===== config.mk =====
export PLATFORM = sky130hd
export DESIGN_NAME = mem_access
export DESIGN_NICKNAME = d
export VERILOG_FILES = /design/src/rtl/mem_access.sv
export SDC_FILE = /design/constraint.sdc
export NUM_CORES = 1
export LEC_CHECK = 0
export BUFFER_PORTS_ARGS = -buffer_cell sky130_fd_sc_hd__buf_2
export CORE_MARGIN = 5
export CORE_UTILIZATION = 55
export CTS_CLUSTER_SIZE = 28
export DETAILED_ROUTE_END_ITERATION = 8
export GPL_ROUTABILITY_DRIVEN = 0
export HOLD_SLACK_MARGIN = 0.05
export PLACE_DENSITY = 0.88
export SKIP_LAST_GASP = 1
export SYNTH_ARGS = -nofsm -noshare
export SYNTH_HDL_FRONTEND = slang
export SYNTH_SLANG_ARGS = --single-unit

===== constraint.sdc =====
create_clock -name clk -period 4.5 [get_ports clk]
set_input_delay 0.225 -clock clk [delete_from_list [all_inputs] [get_ports clk]]
set_output_delay 0.225 -clock clk [all_outputs]
set_load 0.01 [all_outputs]

===== src/rtl/mem_access.sv =====
// MEM stage: runs loads/stores as byte-serial transfers over an 8-bit memory port,
// assembles little-endian words, and passes non-memory results straight through.
module mem_access #(
    parameter int ADDR_WIDTH = 32
) (
    input  logic                  clk,
    input  logic                  rst,
    input  logic                  rdy,
    input  logic [31:0]           ex_rd_data,
    input  logic [4:0]            ex_rd_addr,
    input  logic                  ex_rd_enable,
    input  logic [3:0]            ex_mem_op,
    input  logic [ADDR_WIDTH-1:0] ex_mem_addr,
    input  logic [31:0]           ex_store_data,
    output logic [31:0]           mem_rd_data,
    output logic [4:0]            mem_rd_addr,
    output logic                  mem_rd_enable,
    output logic                  mem_stall,
    output logic                  mc_req,
    output logic                  mc_we,
    output logic [ADDR_WIDTH-1:0] mc_addr,
    output logic [7:0]            mc_wdata,
    input  logic [7:0]            mc_rdata,
    input  logic                  mc_done
);
    typedef enum logic [1:0] {S_IDLE, S_ACCESS, S_DONE} state_t;

    localparam logic [3:0] OP_LB = 4'd1, OP_LH = 4'd2, OP_LW = 4'd3,
                           OP_LBU = 4'd4, OP_LHU = 4'd5;

    state_t                r_state;
    logic [1:0]            r_idx;
    logic [3:0]            r_op;
    logic [4:0]            r_rd_addr;
    logic                  r_rd_enable;
    logic [31:0]           r_store_data;
    logic [3:0][7:0]       r_buf;
    logic                  r_mc_req;
    logic                  r_mc_we;
    logic [ADDR_WIDTH-1:0] r_mc_addr;
    logic [7:0]            r_mc_wdata;

    logic                  w_ex_is_mem;
    logic                  w_is_load;
    logic [1:0]            w_last_idx;
    logic [1:0]            w_next_idx;
    logic [31:0]           w_load_data;
    logic [7:0]            w_store_byte [4];

    // Index of the final byte for an op: 0 for byte ops, 1 for halfwords, 3 for words.
    function automatic logic [1:0] last_idx(input logic [3:0] op);
        case (op)
            4'd2, 4'd5, 4'd7: last_idx = 2'd1;
            4'd3, 4'd8:       last_idx = 2'd3;
            default:          last_idx = 2'd0;
        endcase
    endfunction

    generate
        for (genvar gi = 0; gi < 4; gi++) begin : g_store_lane
            assign w_store_byte[gi] = r_store_data[8*gi +: 8];
        end
    endgenerate

    assign w_ex_is_mem = (ex_mem_op >= 4'd1) && (ex_mem_op <= 4'd8);
    assign w_is_load   = (r_op >= OP_LB) && (r_op <= OP_LHU);
    assign w_last_idx  = last_idx(r_op);
    assign w_next_idx  = r_idx + 2'd1;

    assign mc_req   = r_mc_req;
    assign mc_we    = r_mc_we;
    assign mc_addr  = r_mc_addr;
    assign mc_wdata = r_mc_wdata;

    always_ff @(posedge clk) begin
        if (rst) begin
            r_state      <= S_IDLE;
            r_idx        <= 2'd0;
            r_op         <= 4'd0;
            r_rd_addr    <= 5'd0;
            r_rd_enable  <= 1'b0;
            r_store_data <= 32'd0;
            r_buf        <= '0;
            r_mc_req     <= 1'b0;
            r_mc_we      <= 1'b0;
            r_mc_addr    <= '0;
            r_mc_wdata   <= 8'd0;
        end else if (rdy) begin
            case (r_state)
                S_IDLE: begin
                    if (w_ex_is_mem) begin
                        r_op         <= ex_mem_op;
                        r_rd_addr    <= ex_rd_addr;
                        r_rd_enable  <= ex_rd_enable;
                        r_store_data <= ex_store_data;
                        r_idx        <= 2'd0;
                        r_mc_req     <= 1'b1;
                        r_mc_we      <= (ex_mem_op >= 4'd6);
                        r_mc_addr    <= ex_mem_addr;
                        r_mc_wdata   <= ex_store_data[7:0];
                        r_state      <= S_ACCESS;
                    end
                end
                S_ACCESS: begin
                    if (mc_done && r_mc_req) begin
                        if (!r_mc_we) begin
                            r_buf[r_idx] <= mc_rdata;
                        end
                        if (r_idx == w_last_idx) begin
                            r_mc_req <= 1'b0;
                            r_state  <= S_DONE;
                        end else begin
                            r_idx      <= w_next_idx;
                            r_mc_addr  <= r_mc_addr + ADDR_WIDTH'(1);
                            r_mc_wdata <= w_store_byte[w_next_idx];
                        end
                    end
                end
                S_DONE:  r_state <= S_IDLE;
                default: r_state <= S_IDLE;
            endcase
        end
    end

    // Only the bytes belonging to the current op are read; stale upper bytes are masked off.
    always_comb begin
        w_load_data = 32'd0;
        case (r_op)
            OP_LB:   w_load_data = {{24{r_buf[0][7]}}, r_buf[0]};
            OP_LH:   w_load_data = {{16{r_buf[1][7]}}, r_buf[1], r_buf[0]};
            OP_LW:   w_load_data = r_buf;
            OP_LBU:  w_load_data = {24'd0, r_buf[0]};
            OP_LHU:  w_load_data = {16'd0, r_buf[1], r_buf[0]};
            default: w_load_data = 32'd0;
        endcase
    end

    always_comb begin
        mem_rd_data   = 32'd0;
        mem_rd_addr   = 5'd0;
        mem_rd_enable = 1'b0;
        mem_stall     = 1'b0;
        if (!rst) begin
            case (r_state)
                S_IDLE: begin
                    mem_rd_addr = ex_rd_addr;
                    if (w_ex_is_mem) begin
                        mem_stall = 1'b1;
                    end else begin
                        mem_rd_data   = ex_rd_data;
                        mem_rd_enable = ex_rd_enable;
                    end
                end
                S_ACCESS: begin
                    mem_stall   = 1'b1;
                    mem_rd_addr = r_rd_addr;
                end
                S_DONE: begin
                    mem_rd_addr   = r_rd_addr;
                    mem_rd_enable = r_rd_enable && w_is_load;
                    mem_rd_data   = w_is_load ? w_load_data : 32'd0;
                end
                default: begin
                    mem_stall = 1'b0;
                end
            endcase
        end
    end
endmodule


After elaboration in Yosys (flattened, before gate mapping)
Index checks and enable logic that the tools add are counted.
Widths: inputs -> output; s select.
{ "word_totals": {"register_bits": 120, "latchBits": 0, "ramBits": 0, "romBits": 0, "inputBits": 118, "output_inout_bits": 81, "elab_cells": 95, "n_memories": 0} }
{ "classes": {"n_addsub": 2, "n_mul": 0, "div_mod_pow": 0, "order_cmp": 8, "eq_ne": 14, "shift": 0, "n_mux": 40, "bitwise_logic": 2, "n_reduce_logical": 15} }
{ "ops": {"columns": ["op", "n"], "rows": [
  ["$mux 32", 6],
  ["$pmux 32 s5", 1],
  ["$pmux 32 s2", 2],
  ["$mux 8", 6],
  ["$add 32x1->32 const B", 1],
  ["$bwmux 32", 1],
  ["$bmux 8 s2", 1],
  ["$demux 8 s2", 1],
  ["$pmux 8 s2", 1],
  ["$eq 4x3->1 const B", 3],
  ["$mux 2", 6],
  ["$pmux 2 s2", 3],
  ["$pmux 5 s2", 1],
  ["$reduce_and 5->1", 2],
  ["$eq 4x2->1 const B", 2],
  ["$ge 4x1->1 const B", 2],
  ["$ne 2x2->1 const B", 4],
  ["$reduce_and 4->1", 2],
  ["$mux 1", 7],
  ["$pmux 1 s2", 3],
  ["$logic_and 1x1->1", 5],
  ["$mux 5", 1],
  ["$eq 4x1->1 const B", 1],
  ["$eq 4x4->1 const B", 1],
  ["other kinds (17)", 18]
]} }

Depth between registers and ports, before layout
{ "logic_depth": {"depth_word": 8, "depth_mapped": 10, "ltp_nobuf": 8} }

Least setup slack after synthesis
OpenSTA, ideal clock, no wires.
{ "synth_path": {"path_type": "register to register", "start": "register r_idx[0]", "end": "register r_mc_wdata[3], in the netlist mc_wdata[3]", "setup_time_ps": 134, "arrival_ps": 2388, "t_required_ps": 4366, "slack_ps": 1977, "stages_incl_launch_ff": 8, "n_path_buf": 2, "synth_period_minus_slack_ps": 2523, "cell_sequence": "dfxtp_1 clkbuf_1 inv_1 ha_1 clkbuf_1 mux4_2 mux2i_1 a211oi_1"} }
{ "synth_via": {"elab_chain_len": 8, "word_cells_on_any_way": 11, "classes_between": "add/sub: 1; eq/ne: 2; mux: 6; bitwise: 1; reduce/logical: 1"} }
{ "synth_rtl": {"columns": ["element", "line_no", "text"], "rows": [
  ["start: declaration", "32", "logic [1:0] r_idx;"],
  ["start signal: assignment", "113", "r_idx <= w_next_idx;"],
  ["$add 2x1->2", "68", "assign w_next_idx = r_idx + 2'd1;"],
  ["$not 2->3 (not written as such)", "115", "r_mc_wdata <= w_store_byte[w_next_idx];"],
  ["$bmux 8 s2", "115", null],
  ["$mux 8 (not written as such) (2 in series)", "115", null],
  ["$mux 8", "109", "if (r_idx == w_last_idx) begin"],
  ["$mux 8", "105", "if (mc_done && r_mc_req) begin"],
  ["$pmux 8 s2", "89", "case (r_state)"],
  ["end signal: assignment", "100", "r_mc_wdata <= ex_store_data[7:0];"],
  ["end signal: assignment", "115", null],
  ["end: declaration", "41", "logic [7:0] r_mc_wdata;"]
]} }
Parallel ways exist; a longest one is shown, timed or not. The select of a mux whose other input is x is not followed.
A chain may end at the register's enable or synchronous reset.

Worst setup path after layout
{ "layout_path": {"start": "register r_state[1]", "end": "register r_mc_addr[2], in the netlist mc_addr[2]"} }
{ "layout_via": {"elab_chain_len": 3, "word_cells_on_any_way": 8, "classes_between": "eq/ne: 4; mux: 1; reduce/logical: 3"} }
{ "layout_rtl": {"columns": ["element", "line_no", "text"], "rows": [
  ["start: declaration", "31", "state_t r_state;"],
  ["start signal: assignment", "77", "r_state <= S_IDLE;"],
  ["start signal: assignment", "101", "r_state <= S_ACCESS;"],
  ["start signal: assignment", "111", "r_state <= S_DONE;"],
  ["$eq 2x1->1 / $logic_not 2->1 (equally long branches)", "89", null],
  ["$ne 2x2->1 (no line) / $reduce_bool 2->1 (equally long branches)", null, null],
  ["$reduce_and 5->1 (no line)", null, null],
  ["end signal: assignment", "99", "r_mc_addr <= ex_mem_addr;"],
  ["end signal: assignment", "114", "r_mc_addr <= r_mc_addr + ADDR_WIDTH'(1);"],
  ["end: declaration", "40", "logic [ADDR_WIDTH-1:0] r_mc_addr;"]
]} }
Parallel ways exist; a longest one is shown, timed or not.

==> results.md <==
* Status: completed
* Hold Path Cell Cnt at 3
* Xor-xnor portion of the synthesized cell area at 0.9612%
* Avg Inst Size Synth at 7.585 sq um
* Synth Area in Compound Gates at 24.28%
* Max clock buf depth at 2
* RR Endpoint: mc_addr[2]$_SDFFE_PP0P_
* Max IR drop VDD at 0.4933 mV
* Yosys warns at 0
* Vias/cell at 5.970
* Layout cells sized above 1 at 26.00%
* Routed via count at 6,991
* Post-synthesis register bit count at 120
* Max_cap viols at 0
* Setup CP Type: reg -> reg
* Register area share after synthesis at 37.66%
* Part of the cycle the worst path needs at 67.19%
* Lkg Pwr at 3.072 nW
* Buf/Inv on CP at 2
* EDFF count, synth at 0
* CTS tree: built
* Post-route design area at 8060 sq um
* Hold slack at 0.05448 ns
* Worst-path clk slew at 0.06 ns
* CTS buffer count at 17
* First drt pass iteration count at 5
* Post-synthesis adder-cell area fraction at 1.765%
* Post-CTS setup buffer count at 0
* GRT Total Usage at 27.38%
* Slew margin rel. at 17.42%
* Critical path data required time at 4.80 ns
* Arrival @ worst endpoint at 3.32 ns
* Io pins at 199
* Number of H-tree levels at 4
* Post-layout min period at 3.023 ns
* Final worst slack at 1.477 ns
* Post-synth ARST share at 0%
* Nets at 1,141
* Pwr dens at 414.4 nW/um^2
* Hold Fails Final Rpt at 0
* Mapped Nets at 968
* Row Count at 39
* Post-synthesis mux area share at 5.179%
* DRT antenna net count at 0
* Reg2reg path depth at 9
* CTS sink cnt at 120
* Placed cell areas at 7368 sq um
* Total power at 3.341 mW
* DRT iter0 DRCs at 620
* CP peak stage delay at 0.68 ns
* Die Span X at 117.7 microns
* Post-route DRC at 0
* Yosys cell types at 64
* Mapped Area at 6379 sq um
* Main combinational cell family by area after synthesis: simple AND/OR/NAND/NOR gates
* Area grow syn2layout at 26.36%
* DIE AREA at 13,850 sq um
* R2r startpoint: r_state[1]$_SDFFE_PP0P_
* DP Cell Count at 1,129
* Startpoint types: flip-flop
* RSZ-0062 raised after global routing: false
* HP Class: in -> reg
* Routed WL at 19.66 mm
* Worst-skew pair later-pin latency at 0.41 ns
* Die height at 117.7 microns
* Vias in the first global route at 6,595
* Sink of the worst hold path: r_store_data[26]$_SDFFE_PP0P_
* Pre-CTS setup slack at 1.545 ns
* Initial antenna violation count at 1
* Worst-path fanout max at 39
* Core Region at 11,370 sq um
* Post-Layout Cell Count at 1,171
* Crit-path slowest cell: a21oi_2
* First-pass GRT wire length at 32.19 mm
* Setup TNS at 0 ns
* HP Start: ex_store_data[26]
* DR WL/cell at 16.79 microns
* Root buffer cell: clkbuf_16
* Synth Area in Simple Gates at 25.11%
* Slew at the pin closest to its max-slew limit at 1.239 ns
* Max Freq at 330.8 MHz
* Final Max Slew Viols at 0
* Post-Syn Instances at 841
* Final setup viols at 0
* Fin util at 70.89%
* Port Buffers at 198
* Crit. End Element: flip-flop
* Total grt overflow at 0
* Largest net degree at the start of global routing at 80
* DP HPWL at 13.47 mm
* Main synth FF type: dfxtp_1
* CP cell instances: inv_1 > ha_1 > nand2_1 > mux2i_4 > buf_4 > nor2_2 > a21oi_2 > nor3_1 > a31o_2
* Reg2Reg Setup Slack at 1.48 ns
* Clock skew at 0.01132 ns
* Kind of cell adding the most delay to the critical path: compound AO/OA/AOI/OAI gates
* Initial Util at 56.10%
[layout make-up]
type | count | area, sq um
Timing Repair Buffer | 216 | 1151
Clock inverter | 13 | 146.4
Sequential cell | 120 | 2402
Antenna cell | 1 | 2.502
Tap cell | 143 | 178.9
Clock buffer | 19 | 452.9
Inverter | 12 | 45.04
Multi-Input combinational cell | 647 | 3681
Fill cell | 952 | 3309
[worst max-delay path by stage]
stage / cells past startpoint / slack, ns / from / endpoint
floorplan: 7 / 1.98 / r_idx[0]$_SDFFE_PP0P_ / mc_wdata[3]$_SDFFE_PP0P_
global placement: 9 / 1.72 / r_state[0]$_SDFFE_PP0P_ / mc_wdata[1]$_SDFFE_PP0P_
detailed placement: 9 / 1.54 / r_state[0]$_SDFFE_PP0P_ / mc_wdata[2]$_SDFFE_PP0P_
CTS: 9 / 1.51 / r_state[0]$_SDFFE_PP0P_ / mc_wdata[2]$_SDFFE_PP0P_
global route: 9 / 1.26 / r_state[1]$_SDFFE_PP0P_ / mc_addr[2]$_SDFFE_PP0P_
finish: 9 / 1.48 / r_state[1]$_SDFFE_PP0P_ / mc_addr[2]$_SDFFE_PP0P_
[per-layer routing]
metal | GRT usage [%] | up-vias | wire (microns)
li1 | - | 3363 | -
met4 | 10.25 | 0 | 436
met1 | 34.08 | 3254 | 8034
met2 | 45.33 | 328 | 9667
met3 | 7.352 | 46 | 1520
met5 | 0 | - | 0
[cell usage in the layout, fill, tap and decap left out, types with 16 or more instances in the layout]
master / synthesis / routed
a21oi_1: 142 / 142
a22oi_1: 25 / 25
nand2_1: 204 / 204
buf_2: 5 / 197
nor2_1: 56 / 56
dfxtp_1: 120 / 120
a211oi_1: 16 / 16
clkbuf_16: 0 / 17
[worst reg2reg max path: stages, from the launching register on]
cell,delay (ns)
dfxtp_1,0.33
inv_1,0.11
ha_1,0.52
nand2_1,0.17
mux2i_4,0.18
buf_4,0.39
nor2_2,0.18
a21oi_2,0.68
nor3_1,0.12
a31o_2,0.24
[synthesized netlist by cell type, types with 9 or more instances]
master | instances | area, sq um
nand2_1 | 204 | 765.7
a21oi_1 | 142 | 710.7
dfxtp_1 | 120 | 2402
nor2_1 | 56 | 210.2
clkbuf_1 | 44 | 165.2
a22oi_1 | 25 | 187.7
a211oi_1 | 16 | 120.1
mux2i_1 | 15 | 150.1
nand3_1 | 14 | 70.07
nor3_1 | 14 | 70.07
o21ai_0 | 14 | 70.07
nand4_1 | 12 | 75.07
inv_1 | 10 | 37.54
a31oi_1 | 9 | 56.30
and3_1 | 9 | 56.30
ha_1 | 9 | 112.6
[kinds of logic (layout without fill, tap and decap cells)]
| logic type | count (synthesis) | count (layout) |
|---|---|---|
| compound gates | 255 | 255 |
| xor+xnor | 7 | 7 |
| fa+ha+maj | 9 | 9 |
| buf+inv | 74 | 260 |
| flops | 120 | 120 |
| mux | 23 | 23 |
| other cells | 0 | 1 |
| simple gates | 353 | 353 |
[what timing repair did]
item / 4_1_cts / 5_1_grt
hold endpoints to repair: 9 / 0
resized for setup: 0 / 0
hold buffers: 9 / 0
[power breakdown]
part	switching [mW]	internal [mW]
sequential	0.0986	1.15
combinational	0.443	0.286
clock	0.512	0.848
[state kept, by name (all words and copies together) (netlist names)]
signal        count
mc_addr          32
mc_req            1
mc_wdata          8
mc_we             1
r_buf            32
r_idx             2
r_op              4
r_rd_addr         5
r_rd_enable       1
r_state           2
r_store_data     32
(Power assumes the default switching activity.)
